===== src/rtl/batch_stream_pkg.sv =====
// Shared types and sizing helpers for the overlapping-batch stream (source and reassembler).
package batch_stream_pkg;

  typedef enum logic [1:0] {IDLE, COLLECT, GAP, DRAIN} state_e;

  function automatic int tot_size(input int batch_size, input int runs);
    return batch_size + runs - 1;
  endfunction

  function automatic int cnt_width(input int n);
    return (n < 1) ? 1 : $clog2(n + 1);
  endfunction

endpackage


===== src/rtl/batch_ram.sv =====
// TOT_SIZE x DATA_WIDTH sample buffer: one synchronous write port, two asynchronous read ports.
module batch_ram #(
  parameter int DEPTH      = 8,
  parameter int DATA_WIDTH = 16,
  parameter int ADDR_WIDTH = 3
) (
  input  logic                  clk,
  input  logic                  i_wr_en,
  input  logic [ADDR_WIDTH-1:0] i_wr_addr,
  input  logic [DATA_WIDTH-1:0] i_wr_data,
  input  logic [ADDR_WIDTH-1:0] i_cmp_addr,
  output logic [DATA_WIDTH-1:0] o_cmp_data,
  input  logic [ADDR_WIDTH-1:0] i_drain_addr,
  output logic [DATA_WIDTH-1:0] o_drain_data
);

  logic [DATA_WIDTH-1:0] r_mem [DEPTH];

  // NOTE: storage arrays carry no reset; every entry read during a drain is written earlier in the frame.
  always_ff @(posedge clk) begin
    if (i_wr_en) r_mem[i_wr_addr] <= i_wr_data;
  end

  assign o_cmp_data   = r_mem[i_cmp_addr];
  assign o_drain_data = r_mem[i_drain_addr];

endmodule


===== src/rtl/batch_reassembler.sv =====
// Rebuilds the original sample sequence from RUNS overlapping batches, cross-checks the overlap,
// and drains the result as one ready/valid packet.
module batch_reassembler
  import batch_stream_pkg::*;
#(
  parameter int BATCH_SIZE = 8,
  parameter int RUNS       = 4,
  parameter int DATA_WIDTH = 16
) (
  input  logic                  clk,
  input  logic                  reset,
  input  logic                  sink_sop,
  input  logic                  sink_eop,
  input  logic                  sink_valid,
  input  logic [DATA_WIDTH-1:0] sink_data,
  input  logic                  source_ready,
  output logic                  source_valid,
  output logic                  source_sop,
  output logic                  source_eop,
  output logic [DATA_WIDTH-1:0] source_data,
  output logic                  frame_done,
  output logic                  err_framing,
  output logic                  err_mismatch,
  output logic                  err_overrun
);

  localparam int TOT_SIZE = tot_size(BATCH_SIZE, RUNS);
  localparam int CW       = cnt_width(TOT_SIZE);
  localparam int AW       = (TOT_SIZE > 1) ? $clog2(TOT_SIZE) : 1;

  localparam logic [CW-1:0] LAST_I = CW'(BATCH_SIZE - 1);
  localparam logic [CW-1:0] LAST_B = CW'(RUNS - 1);
  localparam logic [CW-1:0] LAST_K = CW'(TOT_SIZE - 1);

  state_e                r_state, w_next_state;
  logic [CW-1:0]         r_b, r_i, r_k;
  logic [CW-1:0]         w_pos, w_drain_k;
  logic                  w_beat, w_bad_frame, w_store, w_mismatch;
  logic                  w_handshake, w_last_beat, w_enter_drain;
  logic [DATA_WIDTH-1:0] w_cmp_data, w_drain_data, w_first_data;
  logic                  r_valid, r_frame_done;
  logic [DATA_WIDTH-1:0] r_data;
  logic                  r_err_framing, r_err_mismatch, r_err_overrun;

  assign w_pos       = r_b + r_i;
  assign w_handshake = (r_state == DRAIN) && r_valid && source_ready;
  assign w_last_beat = w_handshake && (r_k == LAST_K);
  // Drain read address runs one entry ahead so back-to-back handshakes never bubble.
  assign w_drain_k   = (r_state == DRAIN && r_k != LAST_K) ? r_k + 1'b1 : '0;

  batch_ram #(
    .DEPTH      (TOT_SIZE),
    .DATA_WIDTH (DATA_WIDTH),
    .ADDR_WIDTH (AW)
  ) u_ram (
    .clk          (clk),
    .i_wr_en      (w_store),
    .i_wr_addr    (w_pos[AW-1:0]),
    .i_wr_data    (sink_data),
    .i_cmp_addr   (w_pos[AW-1:0]),
    .o_cmp_data   (w_cmp_data),
    .i_drain_addr (w_drain_k[AW-1:0]),
    .o_drain_data (w_drain_data)
  );

  // NOTE: every signal assigned here gets a default first so no path can infer a latch.
  always_comb begin
    w_next_state = r_state;
    w_beat       = 1'b0;
    w_bad_frame  = 1'b0;
    w_store      = 1'b0;
    w_mismatch   = 1'b0;
    unique case (r_state)
      IDLE:         w_beat = sink_valid && sink_sop;
      COLLECT, GAP: w_beat = sink_valid;
      DRAIN:        if (w_last_beat) w_next_state = IDLE;
      default:      w_next_state = IDLE;
    endcase
    if (w_beat) begin
      // sop must mark exactly entry 0 and eop exactly the last entry of a batch.
      w_bad_frame = (sink_sop != (r_i == '0)) || (sink_eop != (r_i == LAST_I));
      if (w_bad_frame) begin
        w_next_state = IDLE;
      end else begin
        w_store      = (r_b == '0) || (r_i == LAST_I);
        w_mismatch   = !w_store && (w_cmp_data != sink_data);
        w_next_state = !sink_eop ? COLLECT : (r_b == LAST_B) ? DRAIN : GAP;
      end
    end
  end

  assign w_enter_drain = (r_state != DRAIN) && (w_next_state == DRAIN);
  // Only a single-entry frame can write entry 0 on its final beat; forward it.
  assign w_first_data  = (w_store && w_pos[AW-1:0] == w_drain_k[AW-1:0]) ? sink_data : w_drain_data;

  // NOTE: all clocked state uses non-blocking assignments so every register samples pre-edge values.
  always_ff @(posedge clk) begin
    if (reset) r_state <= IDLE;
    else       r_state <= w_next_state;
  end

  always_ff @(posedge clk) begin
    if (reset || w_bad_frame || w_last_beat) begin
      r_b <= '0;
      r_i <= '0;
      r_k <= '0;
    end else begin
      if (w_beat) begin
        if (sink_eop) begin
          if (r_b != LAST_B) r_b <= r_b + 1'b1;
          r_i <= '0;
        end else begin
          r_i <= r_i + 1'b1;
        end
      end
      if (w_handshake) r_k <= r_k + 1'b1;
    end
  end

  always_ff @(posedge clk) begin
    if (reset) begin
      r_valid        <= 1'b0;
      r_data         <= '0;
      r_frame_done   <= 1'b0;
      r_err_framing  <= 1'b0;
      r_err_mismatch <= 1'b0;
      r_err_overrun  <= 1'b0;
    end else begin
      r_frame_done <= w_last_beat;
      if (w_enter_drain) begin
        r_valid <= 1'b1;
        r_data  <= w_first_data;
      end else if (w_last_beat) begin
        r_valid <= 1'b0;
        r_data  <= '0;
      end else if (w_handshake) begin
        r_data  <= w_drain_data;
      end
      if (w_bad_frame)                       r_err_framing  <= 1'b1;
      if (w_mismatch)                        r_err_mismatch <= 1'b1;
      if (r_state == DRAIN && sink_valid)    r_err_overrun  <= 1'b1;
    end
  end

  assign source_valid = r_valid;
  assign source_sop   = r_valid && (r_k == '0);
  assign source_eop   = r_valid && (r_k == LAST_K);
  assign source_data  = r_data;
  assign frame_done   = r_frame_done;
  assign err_framing  = r_err_framing;
  assign err_mismatch = r_err_mismatch;
  assign err_overrun  = r_err_overrun;

endmodule


===== config.mk =====
export PLATFORM = sky130hd
export DESIGN_NAME = batch_reassembler
export DESIGN_NICKNAME = d
export VERILOG_FILES = /design/src/rtl/batch_stream_pkg.sv /design/src/rtl/batch_ram.sv /design/src/rtl/batch_reassembler.sv
export SDC_FILE = /design/constraint.sdc
export NUM_CORES = 1
export LEC_CHECK = 0
export ABC_AREA = 1
export CORE_MARGIN = 5
export CORE_UTILIZATION = 25
export DETAILED_ROUTE_END_ITERATION = 12
export PLACE_DENSITY_LB_ADDON = 0.2
export REMOVE_ABC_BUFFERS = 1
export SETUP_SLACK_MARGIN = 0.02
export SLEW_MARGIN = 15
export SYNTH_ARGS = -nofsm -noshare
export SYNTH_HDL_FRONTEND = slang
export SYNTH_SLANG_ARGS = --single-unit
export TNS_END_PERCENT = 20

===== constraint.sdc =====
create_clock -name clk -period 4.55 [get_ports clk]
set_input_delay 1.1375 -clock clk [delete_from_list [all_inputs] [get_ports clk]]
set_output_delay 1.1375 -clock clk [all_outputs]
set_load 0.01 [all_outputs]

After elaboration in Yosys (flattened, before gate mapping)
Memory sizes are Yosys's and may differ from the RTL's.
Index checks and enable logic that the tools add are counted.

storage, ports and cells
  register bits = 35
  bits in writable memories = 176
  bits of input ports = 22
  output and inout port bits = 23
  word-level logic and storage cells = 75
  memories = 1

cells by class
  add/sub/neg operators = 4
  eq/ne operators = 14
  multiplexer cells = 22
  reductions and logical operators = 24

memory list
  memory       words  width  rd ports  clocked after Yosys merged registers in  wr ports  line             source
  u_ram.r_mem  11     16     2         0                                        1         batch_ram.sv:17  logic [DATA_WIDTH-1:0] r_mem [DEPTH];

operators by type and width
  kind                 count
  $mux 16              4
  $ne 16x16->1         1
  $add 4x1->4 const B  3
  $logic_not 4->1      3
  $logic_and 1x1->1    11
  $mux 1               10
  $mux 2               5
  $mux 4               2
  $eq 2x2->1 const B   3
  $add 4x4->4          1
  $eq 4x2->1 const B   1
  $eq 4x3->1 const B   1
  $eq 4x4->1           1
  $eq 4x4->1 const B   1
  $logic_or 1x1->1     4
  $ne 4x2->1 const B   1
  $ne 4x4->1 const B   1
  $reduce_and 3->1     1
  $reduce_bool 3->1    1
  $eq 2x1->1 const B   1
  $logic_not 2->1      1
  $ne 1x1->1           2
  $ne 2x2->1 const B   1
  $pmux 1 s2           1
  3 further kinds      3

Longest topological paths before layout
  depth in word-level cells = 10
  gate-level depth with buffers = 21
  depth with buffers taken out = 19

Modules after synthesis
Synthesis repeated with hierarchy kept, for this count alone.

second synthesis, totals
  cell total of the unflattened synthesis = 1,510
  area total of the unflattened synthesis = 11,964.0 um2

by module, submodules not included
  module             times used  cells an instance  area an instance (um2)  seq. area each (um2)
  batch_ram          1           1,071              9,241.4                 5,285.1
  batch_reassembler  1           439                2,722.6                 700.7

Worst setup path after synthesis
No wires, ideal clock.

  path type = input to register
  start = input sink_sop
  end = memory u_ram.r_mem[7][0] (enable)
  data arrival time = 3.048 ns
  required time = 4.141 ns
  path slack = 1.093 ns
  stages = 8
  cell sequence = a21oi_1 -> nor2_1 -> nand2_2 -> inv_1 -> nand2_1 -> nor2_1 -> inv_1 -> nor3_1

on the way
  cells in the longest elaborated chain, start to end = 6
  elaborated cells on any way between the ends = 8
  classes of those cells = 1 x eq/ne; 5 x mux; 2 x reduce/logical

RTL lines
  item                            line                     source
  start: declaration              batch_reassembler.sv:12  input logic sink_sop,
  $ne 1x1->1                      batch_reassembler.sv:81  w_bad_frame = (sink_sop != (r_i == '0)) || (sink_eop != (r_i == LAST_I));
  $logic_or 1x1->1                batch_reassembler.sv:81
  $mux 1                          batch_reassembler.sv:82  if (w_bad_frame) begin
  $mux 1 *                        batch_reassembler.sv:79  if (w_beat) begin
  $mux 1 *                        batch_ram.sv:21          if (i_wr_en) r_mem[i_wr_addr] <= i_wr_data;
  $mux 1 (not written as such) *  batch_ram.sv:21
  end: declaration                batch_ram.sv:17

Mark *: on every way between the ends. The rest lies on a longest branch, timed or not.

Final worst setup path
  start = register r_b[0]
  end = register r_err_mismatch, in the netlist err_mismatch

on the way
  cells in the longest elaborated chain, start to end = 6
  elaborated cells on any way between the ends = 9
  classes of those cells = 1 x add/sub; 1 x eq/ne; 2 x mux; 4 x reduce/logical; 1 x memory

RTL lines
  item                                               line                                              source
  start: declaration                                 batch_reassembler.sv:36                           logic [CW-1:0] r_b, r_i, r_k;
  start signal: assignment                           batch_reassembler.sv:110                          if (r_b != LAST_B) r_b <= r_b + 1'b1;
  $add 4x4->4 or $logic_not 4->1 (tied branches)     batch_reassembler.sv:45, batch_reassembler.sv:85
  $mem_v2 11x16 or $logic_or 1x1->1 (tied branches)  n/a
  $ne 16x16->1 or $logic_not 1->1 (tied branches)    batch_reassembler.sv:86                           w_mismatch = !w_store && (w_cmp_data != sink_data);
  $logic_and 1x1->1 *                                batch_reassembler.sv:86
  $mux 1 *                                           batch_reassembler.sv:82
  $mux 1 *                                           batch_reassembler.sv:79
  end signal: assignment                             batch_reassembler.sv:126                          r_err_mismatch <= 1'b0;
  end signal: assignment                             batch_reassembler.sv:140                          if (w_mismatch) r_err_mismatch <= 1'b1;
  end: declaration                                   batch_reassembler.sv:43                           logic r_err_framing, r_err_mismatch, r_err_overrun;

Marks and branches as above.
A chain may end at the register's enable or synchronous reset.

==> results.yml <==
clocking:
  clock_latency_ps: 540
  clkSinkCount: 211
  numCtsBuffers: 26
  cts.clk_slew.worst_paths_ps: 60
  cts.path.max_buffers: 3
  post_cts_resized: 0
  cts_setup_buffers: 0
  tritoncts: "built"
  cts_root_buffer: "clkbuf_16"
  cts_hold_buf: 0
  h-tree-depth: 1
sta:
  clock.fmax_ghz: 0.2762
  post-route-period-util_pct: 79.59
  slew_violations: 0
  worst_hold_slack_ps: 475.4
  setup_tns_ps: 0
  max_slew_margin_pct: 31.03
  worst_pin_slew_ps: 1033
  setup_violations: 0
  rsz0062_at_grt: "false"
  hold_violations: 0
  finClkSkew_ps: 11.06
  min_period_ps: 3621
routing:
  drc: 0
  routed-wl-met3_um: 2133
  drt_iter0_drc: 766
  via_per_inst: 4.658
  wl_met2_um: 18150
  ant_nets: 0
  drt_wl_total_um: 39450
  wl_met1_um: 18110
  vias: 9796
  topRoutingLayerUsed: "met4"
  first_pass_iters: 5
  routedWlPerCell_um: 18.76
power_and_ir_drop:
  irDropWorstVdd_uv: 218.2
  p_sw_w: 0.001394
  sw_frac_of_total_pct: 28.40
  pwr-share-seq_pct: 43.7
  clockPowerShare_pct: 40.0
  powerDensity_nw_per_um2: 359.9
  p_comb_share_pct: 16.4
  p_leak_nw: 5.805
  p_int_w: 0.003513
  p_total_w: 0.004907
setup_path:
  cp-start-kind: "flip-flop"
  crit_type: "flip-flop to flip-flop"
  crit_arrival_ps: 4050
  end_kind: "flip-flop"
  rr_startpoint: "r_b[0]"
  cp.required_ps: 4970
  cp_max_fo: 26
  reg2reg_setup_slack_ps: 930
  crit_start: "r_b[0]"
place:
  dpl.hpwl_um: 25360
  gp_congestion: 0.8012
  portBuffers: 44
  numPlacedInstances: 2055
final_layout:
  antenna_cells: 0
  final_cells: 2103
  layout-drive-gt1-share_pct: 8.690
  area_delta_synth_final_pct: 17.18
  fin_nets: 1512
  fin_util_pct: 29.47
  n_fill_cell: 4926
grt:
  grt_pass1_vias: 9633
  grt_pass1_wl_um: 59360
  grt_max_degree: 58
  grt_usage_pct: 15.21
  grt_overflow_total: 0
  antenna_found_initial: 0
yosys:
  synth_top_area_share_pct: 45.42
  synth_cell_types: 42
  async_flop_share_pct: 0
  ys_warn_count: 0
  synth.area.top_cells: "edfxtp_1 45%, nand2_1 17%, dfxtp_1 6.0%, inv_1 4.8%, o21ai_0 3.7%"
  syn_area_um2: 11630
  ys_seq_area_share_pct: 51.45
  synth-seq-cells: 211
  yosysMostFrequentCell: "nand2_1"
  yosysTopAreaCell: "edfxtp_1"
  yosys-top-cells-count: "530 x nand2_1, 176 x edfxtp_1, 150 x inv_1"
  syn_inst: 1427
  ys.flop_type: "edfxtp_1"
  synth_edf_count: 176
  synth_area_per_cell_um2: 8.153
floorplan:
  core_um2: 46260
  initial_core_util_pct: 25.15
  dieArea_um2: 50950
  die_h_um: 225.7
  die_w_um: 225.7
  std_cell_rows: 79
  ioPinCount: 45
job:
  maxCapViolCount: 0
hold_path:
  hp-start: "err_framing"
  hold_class: "flip-flop to flip-flop"
run_status:
  status: "finished clean"
==> power by group through the flow <==
stage / Sequential, W / Clock (W) / Combinational, W
2_1_floorplan: 0.00218 / 0 / 0.000470
3_3_place_gp: 0.00218 / 0 / 0.000803
3_5_place_dp: 0.00218 / 0 / 0.000801
4_1_cts: 0.00214 / 0.00202 / 0.000804
5_1_grt: 0.00215 / 0.00209 / 0.000907
6_report: 0.00214 / 0.00196 / 0.000803
==> metrics by stage <==
step	worst slack (ps)	cell area, um2
2_1_floorplan	626.1	11230
3_3_place_gp	782.7	12850
3_5_place_dp	705.6	12850
4_1_cts	915.3	13630
5_1_grt	615.0	13630
6_report	928.8	13630
==> critical path, stage by stage (launching register included) <==
cell and delay, ps:
dfxtp_1 370, ha_2 220, fa_1 520, buf_4 400
nand2_1 580, nor2_1 250, nor2_1 70, nand2_1 60
nand2_1 50, nand2_1 90, nand2_1 90, nand3b_1 100
nand2_1 80, nor2_1 180, nand2_1 80, nor2_1 100
nand2_1 100, nand2_1 80, a21oi_1 60
==> cell usage in the layout (no fill, tap or decap), types with 2 or more instances in the layout <==
| cell type | netlist | final |
|---|---|---|
| nand3b_1 | 8 | 8 |
| o21bai_1 | 2 | 2 |
| clkinv_1 | 2 | 9 |
| edfxtp_1 | 176 | 176 |
| nand3_1 | 63 | 62 |
| or2_2 | 7 | 7 |
| inv_1 | 150 | 149 |
| a21oi_1 | 55 | 55 |
| nand2_2 | 3 | 3 |
| buf_4 | 10 | 46 |
| xnor2_1 | 4 | 4 |
| nor3_2 | 0 | 2 |
| nor2_1 | 89 | 80 |
| clkbuf_1 | 17 | 8 |
| ha_1 | 13 | 12 |
| or2_0 | 2 | 2 |
| clkbuf_16 | 0 | 27 |
| a211oi_1 | 3 | 3 |
| nand4_1 | 3 | 3 |
| o21ai_1 | 29 | 29 |
| nand2_1 | 530 | 530 |
| nand3_4 | 2 | 3 |
| clkdlybuf4s50_1 | 0 | 44 |
| inv_2 | 9 | 9 |
| dfxtp_1 | 35 | 35 |
| o211ai_1 | 54 | 54 |
| nand3_2 | 4 | 4 |
| xor2_1 | 3 | 3 |
| o21ai_0 | 85 | 85 |
| nor2_2 | 4 | 13 |
| o221ai_1 | 9 | 9 |
| clkinv_2 | 0 | 6 |
==> per-layer routing <==
metal / track usage (%) / up-vias
met5: 0 / -
met4: 4.783 / 0
met3: 1.651 / 64
met2: 25.13 / 304
met1: 21.04 / 4646
li1: - / 4782
==> area by class of cell <==
cell class,count,area (um2),area share (%)
inverter,161,604.3,4.432
tap,607,759.5,5.570
multi-input combinational,985,4691,34.40
timing repair buffer,91,805.8,5.910
clock buffer,35,705.7,5.176
clock inverter,13,82.58,0.6057
sequential,211,5986,43.90
==> sequential cells by signal (all words and copies together) (netlist names) <==
name,count
u_ram.r_mem,176
r_k,4
err_overrun,1
frame_done,1
r_b,4
source_data,16
source_valid,1
r_state,2
r_i,4
err_framing,1
err_mismatch,1
==> kinds of logic after synthesis <==
family / after synthesis / share of synthesized area, %
flip-flops: 211 / 51.45
XOR/XNOR: 9 / 0.9034
AO/OA/AOI/OAI: 240 / 11.98
AND/OR/NAND/NOR: 722 / 25.45
buffers and inverters: 231 / 8.646
adder cells (fa/ha/maj): 14 / 1.570
==> path summary, 6_finish.rpt <==
path	cells past startpoint	end
setup / recovery	18	err_mismatch
hold / removal	2	err_framing
setup reg to reg	18	err_mismatch
hold reg to reg	2	err_framing
Note: power is estimated with default switching activity, not from simulation.
